**config.mk**
```make
export PLATFORM = sky130hd
export DESIGN_NAME = branch_predictor_flat
export DESIGN_NICKNAME = d
export VERILOG_FILES = /design/src/rtl/branch_predictor_if.sv /design/src/rtl/branch_predictor.sv /design/src/flat_wrapper.sv
export SDC_FILE = /design/constraint.sdc
export NUM_CORES = 1
export LEC_CHECK = 0
export BUFFER_PORTS_ARGS = -buffer_cell sky130_fd_sc_hd__buf_2
export CORE_MARGIN = 2
export CORE_UTILIZATION = 58
export CTS_BUF_LIST = sky130_fd_sc_hd__clkbuf_8
export DETAILED_ROUTE_END_ITERATION = 7
export PLACE_DENSITY_LB_ADDON = 0.08
export SYNTH_ARGS = -nofsm -noshare
export SYNTH_HDL_FRONTEND = slang
export SYNTH_SLANG_ARGS = --single-unit
```
**constraint.sdc**
```tcl
create_clock -name clk -period 6.6 [get_ports clk]
set_clock_uncertainty 0.2 [all_clocks]
set_input_delay 0.33 -clock clk [delete_from_list [all_inputs] [get_ports clk]]
set_output_delay 0.33 -clock clk [all_outputs]
set_load 0.005 [all_outputs]
```
**src/rtl/branch_predictor_if.sv**
```systemverilog
// Fetch-lookup and execute-resolve signal bundle between the pipeline and branch_predictor.
// master = pipeline side, slave = predictor side.
interface branch_predictor_if #(
  parameter int INDEX_BITS = 6,
  parameter int ADDR_WIDTH = 32
);
  logic [ADDR_WIDTH-1:0] if_pc;
  logic                  pred_taken;
  logic [INDEX_BITS-1:0] pred_idx;
  logic                  ex_valid;
  logic [ADDR_WIDTH-1:0] ex_pc;
  logic [INDEX_BITS-1:0] ex_idx;
  logic                  ex_pred_taken;
  logic                  ex_taken;
  logic [ADDR_WIDTH-1:0] ex_target;
  logic                  rst_out;
  logic [ADDR_WIDTH-1:0] redirect_pc;
  logic [31:0]           mispred_count;

  modport master (
    output if_pc, ex_valid, ex_pc, ex_idx, ex_pred_taken, ex_taken, ex_target,
    input  pred_taken, pred_idx, rst_out, redirect_pc, mispred_count
  );

  modport slave (
    input  if_pc, ex_valid, ex_pc, ex_idx, ex_pred_taken, ex_taken, ex_target,
    output pred_taken, pred_idx, rst_out, redirect_pc, mispred_count
  );
endinterface

```
**src/rtl/branch_predictor.sv**
```systemverilog
// Bimodal 2-bit saturating-counter branch predictor with registered mispredict flush.
// Define BP_GSHARE_EN to XOR the lookup index with a global history register (gshare).
module branch_predictor #(
  parameter int INDEX_BITS = 6,
  parameter int ADDR_WIDTH = 32
) (
  input  logic               clk,
  input  logic               rst_BF,
  branch_predictor_if.slave  bus
);
  localparam int ENTRIES = 2 ** INDEX_BITS;

  logic [1:0]            pht [ENTRIES];
  logic [INDEX_BITS-1:0] pc_idx;
  logic [INDEX_BITS-1:0] lookup_idx;
  logic                  flush_q;
  logic [ADDR_WIDTH-1:0] redirect_q;
  logic [31:0]           count_q;
  logic                  accept;
  logic                  mispredict;
  logic [1:0]            cur_ctr;
  logic [1:0]            nxt_ctr;
  logic                  unused_pc_bits;

  assign pc_idx         = bus.if_pc[INDEX_BITS+1:2];
  assign unused_pc_bits = ^{bus.if_pc[ADDR_WIDTH-1:INDEX_BITS+2], bus.if_pc[1:0]};

  // A resolve arriving during a flush cycle is on the wrong path and is dropped entirely.
  assign accept     = bus.ex_valid & ~flush_q;
  assign mispredict = accept & (bus.ex_taken != bus.ex_pred_taken);

`ifdef BP_GSHARE_EN
  logic [INDEX_BITS-1:0] ghr;

  assign lookup_idx = pc_idx ^ ghr;

  always_ff @(posedge clk or posedge rst_BF) begin
    if (rst_BF) begin
      ghr <= '0;
    end else if (accept) begin
      ghr <= {ghr[INDEX_BITS-2:0], bus.ex_taken};
    end
  end
`else
  assign lookup_idx = pc_idx;
`endif

  // Lookup reads the current table contents, so a same-cycle update is seen only next cycle.
  assign bus.pred_idx      = lookup_idx;
  assign bus.pred_taken    = pht[lookup_idx][1];
  assign bus.rst_out       = flush_q;
  assign bus.redirect_pc   = redirect_q;
  assign bus.mispred_count = count_q;

  assign cur_ctr = pht[bus.ex_idx];

  always_comb begin
    nxt_ctr = cur_ctr;
    if (bus.ex_taken) begin
      if (cur_ctr != 2'b11) nxt_ctr = cur_ctr + 2'b01;
    end else begin
      if (cur_ctr != 2'b00) nxt_ctr = cur_ctr - 2'b01;
    end
  end

  always_ff @(posedge clk or posedge rst_BF) begin
    if (rst_BF) begin
      for (int i = 0; i < ENTRIES; i++) pht[i] <= 2'b01;
    end else if (accept) begin
      pht[bus.ex_idx] <= nxt_ctr;
    end
  end

  // Flush pulse lasts one cycle; the redirect target is captured alongside and then held.
  always_ff @(posedge clk or posedge rst_BF) begin
    if (rst_BF) begin
      flush_q    <= 1'b0;
      redirect_q <= '0;
    end else begin
      flush_q <= mispredict;
      if (mispredict) begin
        redirect_q <= bus.ex_taken ? bus.ex_target : bus.ex_pc + ADDR_WIDTH'(4);
      end
    end
  end

  always_ff @(posedge clk or posedge rst_BF) begin
    if (rst_BF) begin
      count_q <= '0;
    end else if (flush_q && (count_q != 32'hFFFF_FFFF)) begin
      count_q <= count_q + 32'd1;
    end
  end
endmodule

```
**src/flat_wrapper.sv**
```systemverilog
// flat-port wrapper written by rule: the top's interface ports become plain ports
module branch_predictor_flat 
#(
  parameter int INDEX_BITS = 6,
  parameter int ADDR_WIDTH = 32
)
  (clk, rst_BF, bus_if_pc, bus_ex_valid, bus_ex_pc, bus_ex_idx, bus_ex_pred_taken, bus_ex_taken, bus_ex_target, bus_pred_taken, bus_pred_idx, bus_rst_out, bus_redirect_pc, bus_mispred_count);
  branch_predictor_if #(.INDEX_BITS(INDEX_BITS), .ADDR_WIDTH(ADDR_WIDTH)) bus_i ();
  input  logic clk;
  input  logic rst_BF;
  input wire logic [$bits(bus_i.if_pc)-1:0] bus_if_pc;
  input wire logic [$bits(bus_i.ex_valid)-1:0] bus_ex_valid;
  input wire logic [$bits(bus_i.ex_pc)-1:0] bus_ex_pc;
  input wire logic [$bits(bus_i.ex_idx)-1:0] bus_ex_idx;
  input wire logic [$bits(bus_i.ex_pred_taken)-1:0] bus_ex_pred_taken;
  input wire logic [$bits(bus_i.ex_taken)-1:0] bus_ex_taken;
  input wire logic [$bits(bus_i.ex_target)-1:0] bus_ex_target;
  output wire logic [$bits(bus_i.pred_taken)-1:0] bus_pred_taken;
  output wire logic [$bits(bus_i.pred_idx)-1:0] bus_pred_idx;
  output wire logic [$bits(bus_i.rst_out)-1:0] bus_rst_out;
  output wire logic [$bits(bus_i.redirect_pc)-1:0] bus_redirect_pc;
  output wire logic [$bits(bus_i.mispred_count)-1:0] bus_mispred_count;
  assign bus_i.if_pc = bus_if_pc;
  assign bus_i.ex_valid = bus_ex_valid;
  assign bus_i.ex_pc = bus_ex_pc;
  assign bus_i.ex_idx = bus_ex_idx;
  assign bus_i.ex_pred_taken = bus_ex_pred_taken;
  assign bus_i.ex_taken = bus_ex_taken;
  assign bus_i.ex_target = bus_ex_target;
  assign bus_pred_taken = bus_i.pred_taken;
  assign bus_pred_idx = bus_i.pred_idx;
  assign bus_rst_out = bus_i.rst_out;
  assign bus_redirect_pc = bus_i.redirect_pc;
  assign bus_mispred_count = bus_i.mispred_count;
  branch_predictor #(.INDEX_BITS(INDEX_BITS), .ADDR_WIDTH(ADDR_WIDTH)) u_core (.clk(clk), .rst_BF(rst_BF), .bus(bus_i));
endmodule
```
# ---- Word level (Yosys, flattened, before mapping)
# Index checks and enable logic that the tools add are counted.
dict set report classes {
  n_lt_le_gt_ge 3
  add_sub_neg 4
  n_eq_ne 3
  n_reduce_logical 3
  n_bitwise 5
  muxes 13
}
# operator count
set ops {}
lappend ops {{$bwmux W128} 1}
lappend ops {{$add A32 B1 Y32 const B} 1}
lappend ops {{$add A32 B3 Y32 const B} 1}
lappend ops {{$mux W32} 1}
lappend ops {{$ne A32 B32 Y1 const B} 1}
lappend ops {{$bmux W2 S6} 2}
lappend ops {{$mux W2} 8}
lappend ops {{$ge A7 B7 Y1 const B} 2}
lappend ops {{$not A6 Y7} 2}
lappend ops {{$demux W2 S6} 1}
lappend ops {{$lt A7 B1 Y1 const B} 1}
lappend ops {{$add A2 B1 Y2 const B} 1}
lappend ops {{$and A1 B1 Y1} 2}
lappend ops {{$logic_and A1 B1 Y1} 2}
lappend ops {{$ne A2 B2 Y1 const B} 1}
lappend ops {{$reduce_bool A2 Y1} 1}
lappend ops {{$sub A2 B1 Y2 const B} 1}
lappend ops {{$ne A1 B1 Y1} 1}
lappend ops {{$not A1 Y1} 1}
dict set report word_totals {
  regBits 193
  out_inout_bits 72
  input_bits 107
}

# ---- Longest topological paths before layout
# Gate-level depths: netlist of the first run.
dict set report logic_depth {
  depth_word 8
  ltp_mapped 11
  mapped_depth_nobuf 8
}

# ---- Worst setup path after synthesis of the first run
# OpenSTA, ideal clock, no wires.
dict set report synth_timing {
  kind {input to output}
  from {input bus_if_pc[2]}
  to {output bus_pred_taken}
  setup_slack_ps 3573
  path_buffers 2
  path_stages 5
  arrival_ps 2497
  cell_sequence {clkbuf_1 buf_2 mux4_2 mux4_2 mux4_2}
}
dict set report synth_via {
  elab_chain_cells 4
}
# element line
set synth_lines {}
lappend synth_lines {{start, declared} flat_wrapper.sv:11} ;# input wire logic [$bits(bus_i.if_pc)-1:0] bus_if_pc;
lappend synth_lines {{$not A6 Y7 (not written as such)} branch_predictor.sv:50} ;# assign bus.pred_taken = pht[lookup_idx][1];
lappend synth_lines {{$bmux W2 S6} branch_predictor.sv:50}
lappend synth_lines {{$mux W2 (not written as such) (2 in series)} branch_predictor.sv:50}
lappend synth_lines {{end, declared} flat_wrapper.sv:18} ;# output wire logic [$bits(bus_i.pred_taken)-1:0] bus_pred_taken;
# No other way between the ends. The select of a mux whose other input is x is not followed.

# ---- Final worst setup path of the first run
dict set report layout_timing {
  from {input bus_ex_idx[2]}
  to {register u_core.pht[4] (netlist name)}
}
dict set report layout_via {
  elab_chain_cells 8
  word_cells_on_any_way 17
}
# element line
set layout_lines {}
lappend layout_lines {{start, declared} flat_wrapper.sv:14} ;# input wire logic [$bits(bus_i.ex_idx)-1:0] bus_ex_idx;
lappend layout_lines {{$not A6 Y7 (not written as such) (*)} {branch_predictor.sv:55, branch_predictor.sv:70}}
lappend layout_lines {{$bmux W2 S6} branch_predictor.sv:55} ;# assign cur_ctr = pht[bus.ex_idx];
lappend layout_lines {{$mux W2 (not written as such) (2 in series)} branch_predictor.sv:55}
lappend layout_lines {{$sub A2 B1 Y2 (tied with other cells)} branch_predictor.sv:62} ;# if (cur_ctr != 2'b00) nxt_ctr = cur_ctr - 2'b01;
lappend layout_lines {{$mux W2 (on tied branches)} {branch_predictor.sv:62, branch_predictor.sv:60}}
lappend layout_lines {{$mux W2} branch_predictor.sv:59} ;# if (bus.ex_taken) begin
lappend layout_lines {{$bwmux W128 (*)} branch_predictor.sv:70} ;# pht[bus.ex_idx] <= nxt_ctr;
lappend layout_lines {{end signal, assigned by index} branch_predictor.sv:70}
lappend layout_lines {{end, declared} branch_predictor.sv:13} ;# logic [1:0] pht [ENTRIES];
# Mark *: on every way between the ends. The rest lies on a longest branch, timed or not. The select of a mux whose other input is x is not followed.
# A chain may end at the register's enable or synchronous reset.

==> results of run 1 <==
## metal layers
| metal | share of wire, % | track usage (%) | vias to the layer above |
|---|---|---|---|
| met5 | 0 | 0 | - |
| met4 | 1.7 | 7.56 | 0 |
| met3 | 7.8 | 7.14 | 44 |
| met2 | 48 | 47.9 | 351 |
| met1 | 43 | 40.7 | 4067 |
| li1 | - | - | 4071 |
## through the flow
step	std cells	setup slack (ns)	utilization, %	instance area (sq um)
after floorplan	1062	0.920	-	10300
after global placement	1385	2.28	63.8	11100
after detailed placement	1385	2.14	63.8	11100
after CTS	1460	2.66	68.4	11900
after global routing	1460	2.44	68.4	11900
final	1460	2.62	68.4	11900
## cell type report
class,count,area (sq um)
Clock buffer,19,262
Tap cell,225,282
Multi-Input combinational cell,792,4990
Sequential cell,193,4910
Timing Repair Buffer,204,1260
Fill cell,1371,5490
Clock inverter,13,113
Inverter,14,60.1
## worst max-delay path by stage
stage                                             end  slack (ns)  cells past startpoint
after floorplan           u_core.bus.mispred_count[0]        0.92                      1
after global placement                  u_core.pht[2]        2.28                      9
after detailed placement                u_core.pht[4]        2.14                      9
after CTS                               u_core.pht[2]        2.66                      9
after global routing                    u_core.pht[4]        2.44                      9
final                                   u_core.pht[4]        2.62                      9
## state kept, by name, indices dropped and copies added, names as in the netlist
signal / cells
u_core.bus.rst_out: 1
u_core.bus.mispred_count: 32
u_core.bus.redirect_pc: 32
u_core.pht: 128
## cells in the mapped netlist (all sizes together) (12+ instances only)
cell / n
nand2: 264
o21ai: 162
dfrtp: 129
dfstp: 64
nor2: 51
buf: 38
nand3: 31
xnor2: 31
mux2i: 27
mux4: 27
xor2: 26
clkbuf: 25
a21oi: 20
nand4: 19
and3: 16
inv: 14
o211ai: 12
## logic make-up (layout without fill, tap and decap cells)
family,Yosys count,count (layout),share of synthesized area [%]
simple gates,433,433,18.6
fa+ha+maj,4,4,0.510
mux,63,63,9.62
compound gates,235,235,14.8
xor+xnor,57,57,4.85
buf+inv,77,250,3.90
flops,193,193,47.7
## worst register-to-register path, cell delays in order, from the launching register on
cell     delay [ns]
dfrtp_1        0.42
mux2i_1        0.15
o22ai_1        0.11
o41ai_1        0.63
nand2_1        0.15
nor4_2         0.37
maj3_4         0.99
o21ai_0        0.25
## power by group
| part | internal (mW) | leakage (nW) | switching [mW] |
|---|---|---|---|
| clock | 0.296 | 0.200 | 0.467 |
| combinational | 0.241 | 2.57 | 0.306 |
| sequential | 1.37 | 2.40 | 0.104 |
==> results.sh, run 1 <==
export IMPL_rows=48
export IMPL_hold_start="bus_ex_pc[26]"
export IMPL_finalHoldViolCount=0
export IMPL_timing_hold_ws_ns=0.0482
export IMPL_fin_crit_sh_pct=60.3
export IMPL_maxCapViolCount=0
export IMPL_slew_headroom_pct=23.4
export IMPL_r2r_slack_ns=3.23
export IMPL_dp_hpwl_um=17500
export IMPL_critPathSlowestCell="maj3_4"
export IMPL_seq_area_frac_synth_pct=47.7
export IMPL_ant_nets=0
export IMPL_ctsLongestPathBuffers=2
export IMPL_worst_pin_slew_ns=1.15
export IMPL_cp_start_kind="primary input"
export IMPL_cts_resized=0
export IMPL_design_portCount=179
export IMPL_ir_worst_vdd_uv=254
export IMPL_syn_nets=1171
export IMPL_avgSynthCellArea_sq_um=9.70
export IMPL_slowest_delay_ns=0.99
export IMPL_power_density_mw_per_mm2=234
export IMPL_setup_viol=0
export IMPL_avgViaCountPerCell=5.84
export IMPL_netlist_area_sq_mm=0.0103
export IMPL_grt_pass1_vias=8221
export IMPL_r2r_end="u_core.pht[4]"
export IMPL_grt_max_degree=138
export IMPL_min_period_ns=3.98
export IMPL_drive_gt1_share_pct=28.1
export IMPL_asyncSetResetFlopFracSynth_pct=100
export IMPL_initial_core_util_pct=59.3
export IMPL_synth_edff_count=0
export IMPL_clk_latency_ns=0.47
export IMPL_p_leak_nw=5.17
export IMPL_required_ns=6.77
export IMPL_outcome="finished, final reports clean"
export IMPL_hp_class="in2reg"
export IMPL_worstSetupEndpointType="flip-flop"
export IMPL_cts_made_buffers=17
export IMPL_vias=8533
export IMPL_cp_max_fo=64
export IMPL_clk_pin_slew_worst_paths_ns=0.11
export IMPL_startpoint="bus_ex_idx[2]"
export IMPL_grt_pass1_wl_um=43000
export IMPL_htreeDepth=4
export IMPL_grt_overflow_total=0
export IMPL_yosysWarningCount=0
export IMPL_ys_types=56
export IMPL_crit_chain="buf_2, buf_4, mux2i_1, o22ai_1, o41ai_1, nand2_1, nor4_2, maj3_4, o21ai_0"
export IMPL_syn_to_final_growth_pct=15.3
export IMPL_die_height_um=137
export IMPL_wirelength_um=27000
export IMPL_fp_coreArea_sq_mm=0.0174
export IMPL_dieArea_sq_mm=0.0188
export IMPL_crit_arrival_ns=4.15
export IMPL_whs_endpoint="u_core.bus.redirect_pc[26]"
export IMPL_fmax_mhz=251
export IMPL_min_path_cells=3
export IMPL_grt_usage_pct=29.7
export IMPL_cts_hold_buf=43
export IMPL_cts_sinks=193
export IMPL_nNetsFinal=1331
export IMPL_fin_total_pwr_mw=2.78
export IMPL_synthCells=1062
export IMPL_remaining_drc_errors=0
export IMPL_synth_seq_cells=193
export IMPL_synthTopCellsByArea="dfrtp_1 (31%), dfstp_2 (16%), nand2_1 (9.6%)"
export IMPL_io_buffers=152
export IMPL_critical_path_class="in2reg"
export IMPL_antenna_cells=0
export IMPL_crit_buf_inv=2
export IMPL_final_cell_mix="nand2_1 (264), buf_2 (152), dfrtp_1 (129)"
export IMPL_cts_root_buf="clkbuf_8"
export IMPL_yosysTopAreaCell="dfrtp_1"
export IMPL_slew_violations=0
export IMPL_fin_tns_setup_ns=0
export IMPL_post_cts_buffers=0
export IMPL_final_common_cell="nand2_1"
export IMPL_reg2reg_depth=7
export IMPL_drtIter0Drc=751
export IMPL_gp_congestion=0.865
export IMPL_rsz0062_at_grt="false"
export IMPL_r2r_start="u_core.pht[51]"
export IMPL_drt_wirelength_per_cell_um=18.5
export IMPL_fp_dieW_um=137
export IMPL_crit_family="buffers and inverters"
export IMPL_cts_tree="yes"
export IMPL_drtPass1Iterations=5
export IMPL_antenna_found_initial=0
export IMPL_synth_top_area_share_pct=31.3
export IMPL_ys_flop_type="dfrtp_1"
(Power assumes the default switching activity.)
==> run 2: changes to the inputs <==
==> constraint.sdc (replaced) <==
create_clock -name clk -period 3.97 [get_ports clk]
set_clock_uncertainty 0.2 [all_clocks]
set_input_delay 0.1985 -clock clk [delete_from_list [all_inputs] [get_ports clk]]
set_output_delay 0.1985 -clock clk [all_outputs]
set_load 0.005 [all_outputs]
==> run 2 against run 1 <==
Net effect: critical endpoint is now bus_pred_taken; wire length rose by 4.1%; worst hold slack got worse by 0.0077 ns; sequential share of layout area fell by 1.5 points; highest routed layer unchanged; setup slack got worse by 1.6 ns.
==> results.sh, run 2 (same netlist as run 1, synthesis figures left out) <==
export IMPL_post_cts_buffers=0
export IMPL_fp_dieW_um=137
export IMPL_ir_worst_vdd_uv=345
export IMPL_worst_pin_slew_ns=1.20
export IMPL_timing_hold_ws_ns=0.0404
export IMPL_fp_coreArea_sq_mm=0.0174
export IMPL_grt_max_degree=121
export IMPL_htreeDepth=4
export IMPL_critPathSlowestCell="mux4_2"
export IMPL_min_path_cells=4
export IMPL_dp_slack_ns=0.570
export IMPL_top_register="u_core.pht"
export IMPL_maxCapViolCount=0
export IMPL_whs_endpoint="u_core.bus.rst_out"
export IMPL_dp_hpwl_um=18500
export IMPL_io_buffers=152
export IMPL_hp_class="in2reg"
export IMPL_critical_path_class="reg2out"
export IMPL_rows=48
export IMPL_grt_pass1_vias=8746
export IMPL_min_period_ns=2.95
export IMPL_drtIter0Drc=541
export IMPL_r2r_start="u_core.pht[21]"
export IMPL_r2r_slack_ns=1.03
export IMPL_cts_tree="yes"
export IMPL_slew_violations=0
export IMPL_grt_usage_pct=31.2
export IMPL_worstSetupEndpointType="output pin"
export IMPL_largest_reg_flops=128
export IMPL_clk_pin_slew_worst_paths_ns=0.11
export IMPL_avgViaCountPerCell=5.86
export IMPL_rsz0062_at_grt="false"
export IMPL_final_cell_mix="nand2_1 (264), buf_2 (152), dfrtp_1 (129)"
export IMPL_power_density_mw_per_mm2=385
export IMPL_gp_congestion=0.857
export IMPL_p_leak_nw=5.36
export IMPL_antenna_found_initial=0
export IMPL_cts_resized=0
export IMPL_remaining_drc_errors=0
export IMPL_fin_crit_sh_pct=74.3
export IMPL_setup_viol=0
export IMPL_vias=8779
export IMPL_cp_max_fo=3
export IMPL_ctsLongestPathBuffers=2
export IMPL_r2r_end="u_core.pht[6]"
export IMPL_multi_input_area_sq_mm=0.00499
export IMPL_ant_nets=0
export IMPL_grt_overflow_total=0
export IMPL_crit_family="multiplexers"
export IMPL_fin_tns_setup_ns=0
export IMPL_cts_sinks=193
export IMPL_drt_wirelength_per_cell_um=18.7
export IMPL_initial_core_util_pct=59.3
export IMPL_seqCellArea_sq_mm=0.00491
export IMPL_syn_to_final_growth_pct=19.6
export IMPL_cts_made_buffers=17
export IMPL_slowest_delay_ns=0.53
export IMPL_crit_buf_inv=1
export IMPL_cp_start_kind="flip-flop"
export IMPL_reg2reg_depth=8
export IMPL_finalHoldViolCount=0
export IMPL_outcome="finished, final reports clean"
export IMPL_slew_headroom_pct=19.8
export IMPL_antenna_cells=0
export IMPL_final_common_cell="nand2_1"
export IMPL_cts_root_buf="clkbuf_8"
export IMPL_drive_gt1_share_pct=28.8
export IMPL_die_height_um=137
export IMPL_clk_latency_ns=0.48
export IMPL_crit_chain="mux4_2, mux4_2, mux4_2, buf_2"
export IMPL_final_fill_count=1346
export IMPL_fmax_mhz=339
export IMPL_design_portCount=179
export IMPL_drtPass1Iterations=5
export IMPL_crit_arrival_ns=2.55
export IMPL_nNetsFinal=1369
export IMPL_wirelength_um=28100
export IMPL_layout_setup_ws_ns=1.02
export IMPL_post_route_util_pct=70.9
export IMPL_hold_start="bus_ex_pred_taken"
export IMPL_required_ns=3.57
export IMPL_crit_top_cell="mux4_2"
export IMPL_dieArea_sq_mm=0.0188
export IMPL_grt_pass1_wl_um=45200
==> run 2: power breakdown <==
group	internal, mW	total, mW	switching (mW)
clock network	0.528	1.31	0.783
registers	2.27	2.45	0.173
logic	0.453	0.980	0.527
==> run 2: how the worst max path moves through the flow <==
| stage | startpoint | endpoint | slack, ns | cells after the start |
|---|---|---|---|---|
| floorplan | rst_BF | u_core.bus.mispred_count[0] | 1.13 | 1 |
| global placement | bus_ex_idx[2] | u_core.pht[6] | 0.63 | 10 |
| detailed placement | bus_ex_idx[2] | u_core.pht[6] | 0.57 | 9 |
| CTS | u_core.pht[99] | bus_pred_taken | 1.03 | 4 |
| global route | u_core.pht[5] | u_core.pht[0] | 0.87 | 8 |
| finish | u_core.pht[99] | bus_pred_taken | 1.02 | 4 |
==> run 2: repair_timing <==
item / 4_1_cts / 5_1_grt
setup endpoints to repair: 0 / 0
hold buffers: 64 / 0
endpoints found under the hold margin: 161 / 0
==> run 2: tightest hold or removal path, stage by stage <==
cell and delay [ns]:
buf_2 0.08, xor2_1 0.05, nand2_1 0.07, inv_1 0.20
==> run 2: cell type report <==
class	instances	share of cell area [%]
clock inverter	15	1.37
inverter	14	0.457
sequential	193	39.9
tap	225	2.29
clock buffer	17	1.90
timing repair buffer	242	13.6
multi-input combinational	792	40.5
==> run 2: per-layer routing <==
layer  global-route usage (%)  wire, um  part of all wire [%]  vias to the layer above
li1                         -         -                     -                     4134
met1                     39.5     11500                    41                     4216
met2                     51.5     13600                    48                      363
met3                     8.57      2130                   7.6                       66
met4                     11.7       798                   2.8                        0
met5                        0         0                     0                        -
==> run 2: per-stage QoR <==
step	std cells	instance area, sq um	power (mW)
finish	1498	12300	4.74
global route	1498	12300	4.98
CTS	1498	12300	4.75
detailed placement	1402	11300	3.36
global placement	1402	11300	3.33
floorplan	1062	10300	3.01
